**config.mk**
```make
export PLATFORM = sky130hd
export DESIGN_NAME = data_memory_arbiter
export DESIGN_NICKNAME = d
export VERILOG_FILES = /design/src/rtl/data_memory_arbiter.sv
export SDC_FILE = /design/constraint.sdc
export NUM_CORES = 1
export LEC_CHECK = 0
export BUFFER_PORTS_ARGS = -buffer_cell sky130_fd_sc_hd__buf_4
export CORE_MARGIN = 2
export CORE_UTILIZATION = 43
export DETAILED_ROUTE_END_ITERATION = 16
export PLACE_DENSITY = 0.91
export SETUP_SLACK_MARGIN = 0.4
export SLEW_MARGIN = 20
export SYNTH_ARGS = -nofsm -noshare
export SYNTH_HDL_FRONTEND = slang
export SYNTH_SLANG_ARGS = --single-unit
```
**constraint.sdc**
```tcl
create_clock -name clock -period 2.2 [get_ports clock]
set_input_delay 0.33 -clock clock [delete_from_list [all_inputs] [get_ports clock]]
set_output_delay 0.33 -clock clock [all_outputs]
set_load 0.1 [all_outputs]
```
**src/rtl/data_memory_arbiter.sv**
```systemverilog
// Round-robin arbiter sharing the single-port data memory between the core
// load/store path (requester 0) and the debug/loader port (requester 1).
module data_memory_arbiter #(
    parameter int unsigned ADDR_WIDTH = 32,
    parameter int unsigned DATA_WIDTH = 32
) (
    input  logic                  clock,
    input  logic                  reset,

    input  logic                  req_0,
    input  logic                  we_0,
    input  logic [ADDR_WIDTH-1:0] addr_0,
    input  logic [DATA_WIDTH-1:0] wdata_0,
    input  logic                  req_1,
    input  logic                  we_1,
    input  logic [ADDR_WIDTH-1:0] addr_1,
    input  logic [DATA_WIDTH-1:0] wdata_1,

    output logic                  gnt_0,
    output logic                  gnt_1,
    output logic                  done_0,
    output logic                  done_1,
    output logic [DATA_WIDTH-1:0] rdata,
    output logic                  busy,

    output logic                  mem_read_enable,
    output logic                  mem_write_enable,
    output logic [ADDR_WIDTH-1:0] mem_address,
    output logic [DATA_WIDTH-1:0] mem_write_data,
    input  logic [DATA_WIDTH-1:0] mem_read_data
);

    typedef enum logic [1:0] {
        StIdle   = 2'd0,
        StAccess = 2'd1,
        StResp   = 2'd2
    } state_e;

    state_e                state_q, state_d;
    logic                  owner_q, owner_d;
    logic                  prio_q, prio_d;
    logic                  cmd_we_q, cmd_we_d;
    logic [ADDR_WIDTH-1:0] cmd_addr_q, cmd_addr_d;
    logic [DATA_WIDTH-1:0] cmd_wdata_q, cmd_wdata_d;
    logic [DATA_WIDTH-1:0] rdata_q, rdata_d;
    logic [1:0]            gnt_q, gnt_d;
    logic [1:0]            done_q, done_d;

    logic any_req;
    logic winner;

    assign any_req = req_0 | req_1;
    // A lone requester always wins; a tie goes to the requester holding priority.
    assign winner  = (req_0 & req_1) ? prio_q : req_1;

    always_comb begin
        state_d     = state_q;
        owner_d     = owner_q;
        prio_d      = prio_q;
        cmd_we_d    = cmd_we_q;
        cmd_addr_d  = cmd_addr_q;
        cmd_wdata_d = cmd_wdata_q;
        rdata_d     = rdata_q;
        gnt_d       = 2'b00;
        done_d      = 2'b00;

        case (state_q)
            StIdle, StResp: begin
                if (any_req) begin
                    state_d         = StAccess;
                    owner_d         = winner;
                    prio_d          = ~winner;
                    gnt_d[winner]   = 1'b1;
                    cmd_we_d        = winner ? we_1    : we_0;
                    cmd_addr_d      = winner ? addr_1  : addr_0;
                    cmd_wdata_d     = winner ? wdata_1 : wdata_0;
                end else begin
                    state_d = StIdle;
                end
            end
            StAccess: begin
                state_d         = StResp;
                done_d[owner_q] = 1'b1;
                if (!cmd_we_q) begin
                    rdata_d = mem_read_data;
                end
            end
            default: begin
                state_d = StIdle;
            end
        endcase
    end

    always_ff @(posedge clock or negedge reset) begin
        if (!reset) begin
            state_q     <= StIdle;
            owner_q     <= 1'b0;
            prio_q      <= 1'b0;
            cmd_we_q    <= 1'b0;
            cmd_addr_q  <= '0;
            cmd_wdata_q <= '0;
            rdata_q     <= '0;
            gnt_q       <= 2'b00;
            done_q      <= 2'b00;
        end else begin
            state_q     <= state_d;
            owner_q     <= owner_d;
            prio_q      <= prio_d;
            cmd_we_q    <= cmd_we_d;
            cmd_addr_q  <= cmd_addr_d;
            cmd_wdata_q <= cmd_wdata_d;
            rdata_q     <= rdata_d;
            gnt_q       <= gnt_d;
            done_q      <= done_d;
        end
    end

    assign gnt_0  = gnt_q[0];
    assign gnt_1  = gnt_q[1];
    assign done_0 = done_q[0];
    assign done_1 = done_q[1];
    assign rdata  = rdata_q;
    assign busy   = (state_q == StAccess) || (state_q == StResp);

    // Address and write data simply follow the latched command; only the enables qualify them.
    assign mem_read_enable  = (state_q == StAccess) & ~cmd_we_q;
    assign mem_write_enable = (state_q == StAccess) &  cmd_we_q;
    assign mem_address      = cmd_addr_q;
    assign mem_write_data   = cmd_wdata_q;

endmodule
```
# Yosys cells after proc, flatten, opt, wreduce, memory -nomap -nowiden
# Cells that the tools add are included.
[classes]
order_cmp = 4
eq_ne = 2
mux = 13
bitwise_logic = 6
n_reduce_logical = 7
[op_table]
columns = ["operator", "count"]
rows = [
  ["32-bit two-way mux", 2],
  ["2-bit two-way mux", 3],
  ["1-bit two-way mux", 5],
  ["1-bit by 2-bit less-than comparator with 1-bit output, second input constant", 2],
  ["2-bit case mux with 2 select lines", 1],
  ["2-bit AND reduction", 2],
  ["1-bit AND", 3],
  ["1-bit demux with 1-bit select", 2],
  ["2-bit by 1-bit equality test with 1-bit output, second input constant", 1],
  ["2-bit equality test, second input constant", 1],
  ["1-bit >= comparator, second input constant", 2],
  ["1-bit logical AND", 2],
  ["2-bit logical NOT", 1],
  ["1-bit inverter", 2],
  ["2-bit OR reduction", 1],
  ["1-bit logical OR", 1],
  ["1-bit bitwise OR", 1],
]
[word_totals]
ff_bits = 105
in_bits = 166
out_inout_bits = 103
elab_cells = 41

# Depth between registers and ports, before layout
[depth]
ltp_word = 8
mapped_depth = 8
depth_no_buf = 5

# Least setup slack after synthesis
# OpenSTA, ideal clock, no wires.
[synth_timing]
path_kind = "reg-to-reg"
startpoint = "register state_q[1]"
endpoint = "register rdata_q[22] (netlist: rdata[22])"
setup_ns = 0.125
t_arrival_ns = 1.888
required_ns = 2.075
path_slack_ns = 0.186
path_stages_with_launch = 7
n_path_buf = 2
synth_period_minus_slack_ns = 2.014
cell_sequence = "dfrtp_1 inv_1 ha_1 nor2b_1 clkbuf_1 buf_2 mux2_2"
[synth_via]
elab_chain_len = 2
[synth_rtl]
columns = ["element", "line_no", "text"]
rows = [
  ["start: declaration", "39", "state_e state_q, state_d;"],
  ["start signal: assignment", "96", "state_q <= StIdle;"],
  ["start signal: assignment", "106", "state_q <= state_d;"],
  ["2-bit by 1-bit equality test with 1-bit output", "67", "case (state_q)"],
  ["2-bit AND reduction (no source line)", "--", ""],
  ["end signal: assignment", "112", "rdata_q <= rdata_d;"],
  ["end: declaration", "45", "logic [DATA_WIDTH-1:0] rdata_q, rdata_d;"],
]
# Every way passes these cells.
# A chain may end at the register's enable or synchronous reset.

# Worst setup path in the final report
[layout_timing]
startpoint = "register state_q[0]"
endpoint = "register cmd_addr_q[29] (netlist: mem_address[29])"
[layout_via]
elab_chain_len = 3
word_cells_on_any_way = 4
cone_classes = "eq/ne: 1; reduce/logical: 3"
[layout_rtl]
columns = ["element", "line_no", "text"]
rows = [
  ["2-bit equality test / 2-bit logical NOT (equally long branches)", "67", ""],
  ["2-bit OR reduction (*)", "67", ""],
  ["2-bit AND reduction (no source line) (*)", "--", ""],
  ["end signal: assignment", "110", "cmd_addr_q <= cmd_addr_d;"],
  ["end: declaration", "43", "logic [ADDR_WIDTH-1:0] cmd_addr_q, cmd_addr_d;"],
]
# Every way passes the cells marked *; elsewhere a longest branch is shown, timed or not.

==> summary.md <==
| Metric | Value |
|---|---|
| Result of the run | completed |
| Type of origin of the critical path | flop |
| Largest family of logic cells by synthesized area | compound AO/OA/AOI/OAI gates |
| Netlist area before placement | 0.00434 sq mm |
| Post-route clock period utilization | 81.3% |
| Final RePlAce weighted congestion | 0.802 |
| Total Die Area | 0.0109 sq mm |
| Global Route Usage Sum | 25.2% |
| Yosys reg bits | around 110 |
| Slew at the pin with the worst max-slew slack | 0.618 ns |
| Number of routed nets with antenna violations | 0 |
| Clock tree from TritonCTS | done |
| Sequential element share of the synthesized area | between 60% and 70% |
| Antenna diode count | 0 |
| RSZ-0062 raised after global routing | true |
| Vias/cell | between 5 and 6 |
| Shortest clock period the worst path allows after layout | 1.79 ns |
| First-pass GRT wire length | 21300 um |
| Height of the die | 104 um |
| Startpoint of the tightest hold check path | wdata_0[9] |
| DRC | 0 |
| Half-perimeter wire length after detailed placement | around 9300 um |
| Data required time of the worst path | approximately 2.5 ns |
| Final number of setup-violating endpoints | 0 |
| Clock-pin slew reported for the worst setup and hold paths after clock tree synthesis | 0.10 ns |
| Sort of element at the end of the critical path | flop |
| Max transition margin | 58.8% |
| Final total negative setup slack | 0 ns |
| Detailed-routing iteration count for the pre-antenna-repair pass | 4 |
| Type of the most critical hold path | input pin to flop |
| Commonest cells after routing, fill and taps aside | 269 x buf_4, 104 x dfrtp_1, 66 x and2_1, 65 x a221o_1, 32 x mux2_2 |
| Synth Area in Compound Gates | between 10% and 20% |
| Simple-gate area share of the yosys netlist | between 10% and 20% |
| Initial antenna violation count | 0 |
| Count of buffers from port buffering | between 200 and 300 |
| Final hold violation count | 0 |
| 1st-iter DRT viols | 228 |
| Count of max-cap constraint violations | 0 |
| Fraction of layout instances using a drive strength above 1 | 58.8% |
| Root cell of the clock tree | clkbuf_8 |
| Deepest clock path buffer count | 2 |
| Synthesized-area fraction occupied by xor and xnor cells | 0% |
| Number of buffers added by the clock tree synthesis step | 9 |
| Number of global-route vias before repair | about 4100 |
| Path type of the worst setup path | flop to flop |
| Fmax | approximately 560 MHz |
| Maximum number of pins on one net before global-route repair | 69 |
| Commonest non-fill, non-tap cell in the layout | buf_4 |
| Crit. Startpoint | state_q[0] |
| Fraction of synthesized area in multiplexers | 8.30% |
| Mean post-synth cell area | 13.8 sq um |
| Insertion delay of the later-clocked pin in the worst-skew pair | around 0.39 ns |
| Row count | 36 |
| Count of mapped cells out of synthesis | 314 |
| Maximum fanout count along the critical path | 8 |
| Layout area overhead | 63.6% |
| Total overflow reported by the global router | 0 |
| Post-synthesis net count | 485 |
| Wire length per cell | 20.6 um |
| Die outline width | about 100 um |
| Post-synthesis adder-cell area fraction | 1.44% |
| Critical Path AT | 2.06 ns |
| Number of H-tree levels | 3 |
| Crit Reg-Reg Startpoint | state_q[0] |
| Top-level I/O count | 269 |
| Core Box Area | about 0.0098 sq mm |
| Total Routed Length | 15000 um |
| Max-slew violation count | 0 |
| Yosys cell types | 19 |
| Initial standard-cell utilization of the core | around 44% |
| Number of warnings reported in the yosys synthesis log | 0 |
| Max Clock Skew | 0.00807 ns |
| Count of nets after finishing | 761 |
| Clock sink total | between 100 and 150 |
| Via count | ~3800 |
[synth_stat cells, drive strengths merged]
| cell | n | area share [%] |
|---|---|---|
| nand2 | 1 | 0.086 |
| nand2b | 1 | 0.14 |
| buf | 13 | 2.2 |
| nor2 | 1 | 0.086 |
| a21o | 2 | 0.35 |
| and2 | 67 | 9.7 |
| mux2 | 32 | 8.3 |
| nor2b | 2 | 0.29 |
| and3 | 2 | 0.29 |
| clkbuf | 14 | 1.2 |
| ha | 5 | 1.4 |
| o22ai | 1 | 0.14 |
| a221o | 65 | 15 |
| dfrtp | 105 | 61 |
| inv | 2 | 0.17 |
| or2 | 1 | 0.14 |
[per-stage QoR]
stage	setup WS, ns	instances	hold slack, ns	utilization (%)	cell area, sq um
detailed placement	0.339	693	0.381	66.5	6500
floorplan	0.403	314	0.0344	-	4350
finish	0.411	728	0.160	72.7	7100
global placement	0.416	693	0.374	66.5	6500
CTS	0.367	715	0.142	69.8	6820
global route	0.345	728	0.133	72.7	7100
[kinds of logic (layout without fill, tap and decap cells)]
logic type | after synthesis | in the layout
flip-flops | 105 | 105
AO/OA/AOI/OAI | 68 | 68
buffers and inverters | 29 | 309
multiplexers | 32 | 32
AND/OR/NAND/NOR | 75 | 76
adder cells (fa/ha/maj) | 5 | 5
[sequential cells by signal (all words and copies together) (netlist names)]
signal and cells:
cmd_we_q 1, done_q 2, gnt_q 2, mem_address 32, mem_write_data 32, owner_q 1
prio_q 1, rdata 32, state_q 2
[layer usage]
| layer | vias to the layer above | wire length [um] | global-route usage [%] |
|---|---|---|---|
| met5 | - | 0 | 0 |
| met3 | 21 | 1110 | 7.71 |
| met2 | 173 | 8110 | 45.8 |
| li1 | 1719 | - | - |
| met4 | 0 | 239 | 7.63 |
| met1 | 1905 | 5540 | 28.1 |
[layout make-up]
cell class	instances	area, sq um
clock inverter	4	26.3
clock buffer	12	155
sequential	105	2630
multi-input combinational	181	1640
inverter	2	10.0
timing repair buffer	291	2470
fill	643	2670
tap	133	166
[final timing paths]
path,slack [ns],depth (start not counted),end
max,0.41,6,mem_address[29]
min,0.16,2,mem_write_data[9]
max reg2reg,0.41,6,mem_address[29]
min reg2reg,0.48,1,done_q[0]
max in group asynchronous,0.95,3,state_q[1]
min in group asynchronous,0.49,2,rdata[11]
[critical path, cell delays in order, from the launching register on]
cell and delay, ns:
dfrtp_1 0.40, inv_2 0.09, ha_4 0.18, or2_4 0.26, and3_4 0.23, clkbuf_16 0.19, a221o_1 0.33
[what timing repair did]
item	CTS	global route
setup buffers	3	1
pin swaps	1	53
resized for setup	15	8
hold buffers	1	0
cloned	2	12
hold endpoints to repair	46	0
setup endpoints to repair	96	68
Power is not shown: default switching activity piles up to over one toggle a cycle in this logic, so the estimate is an artifact.
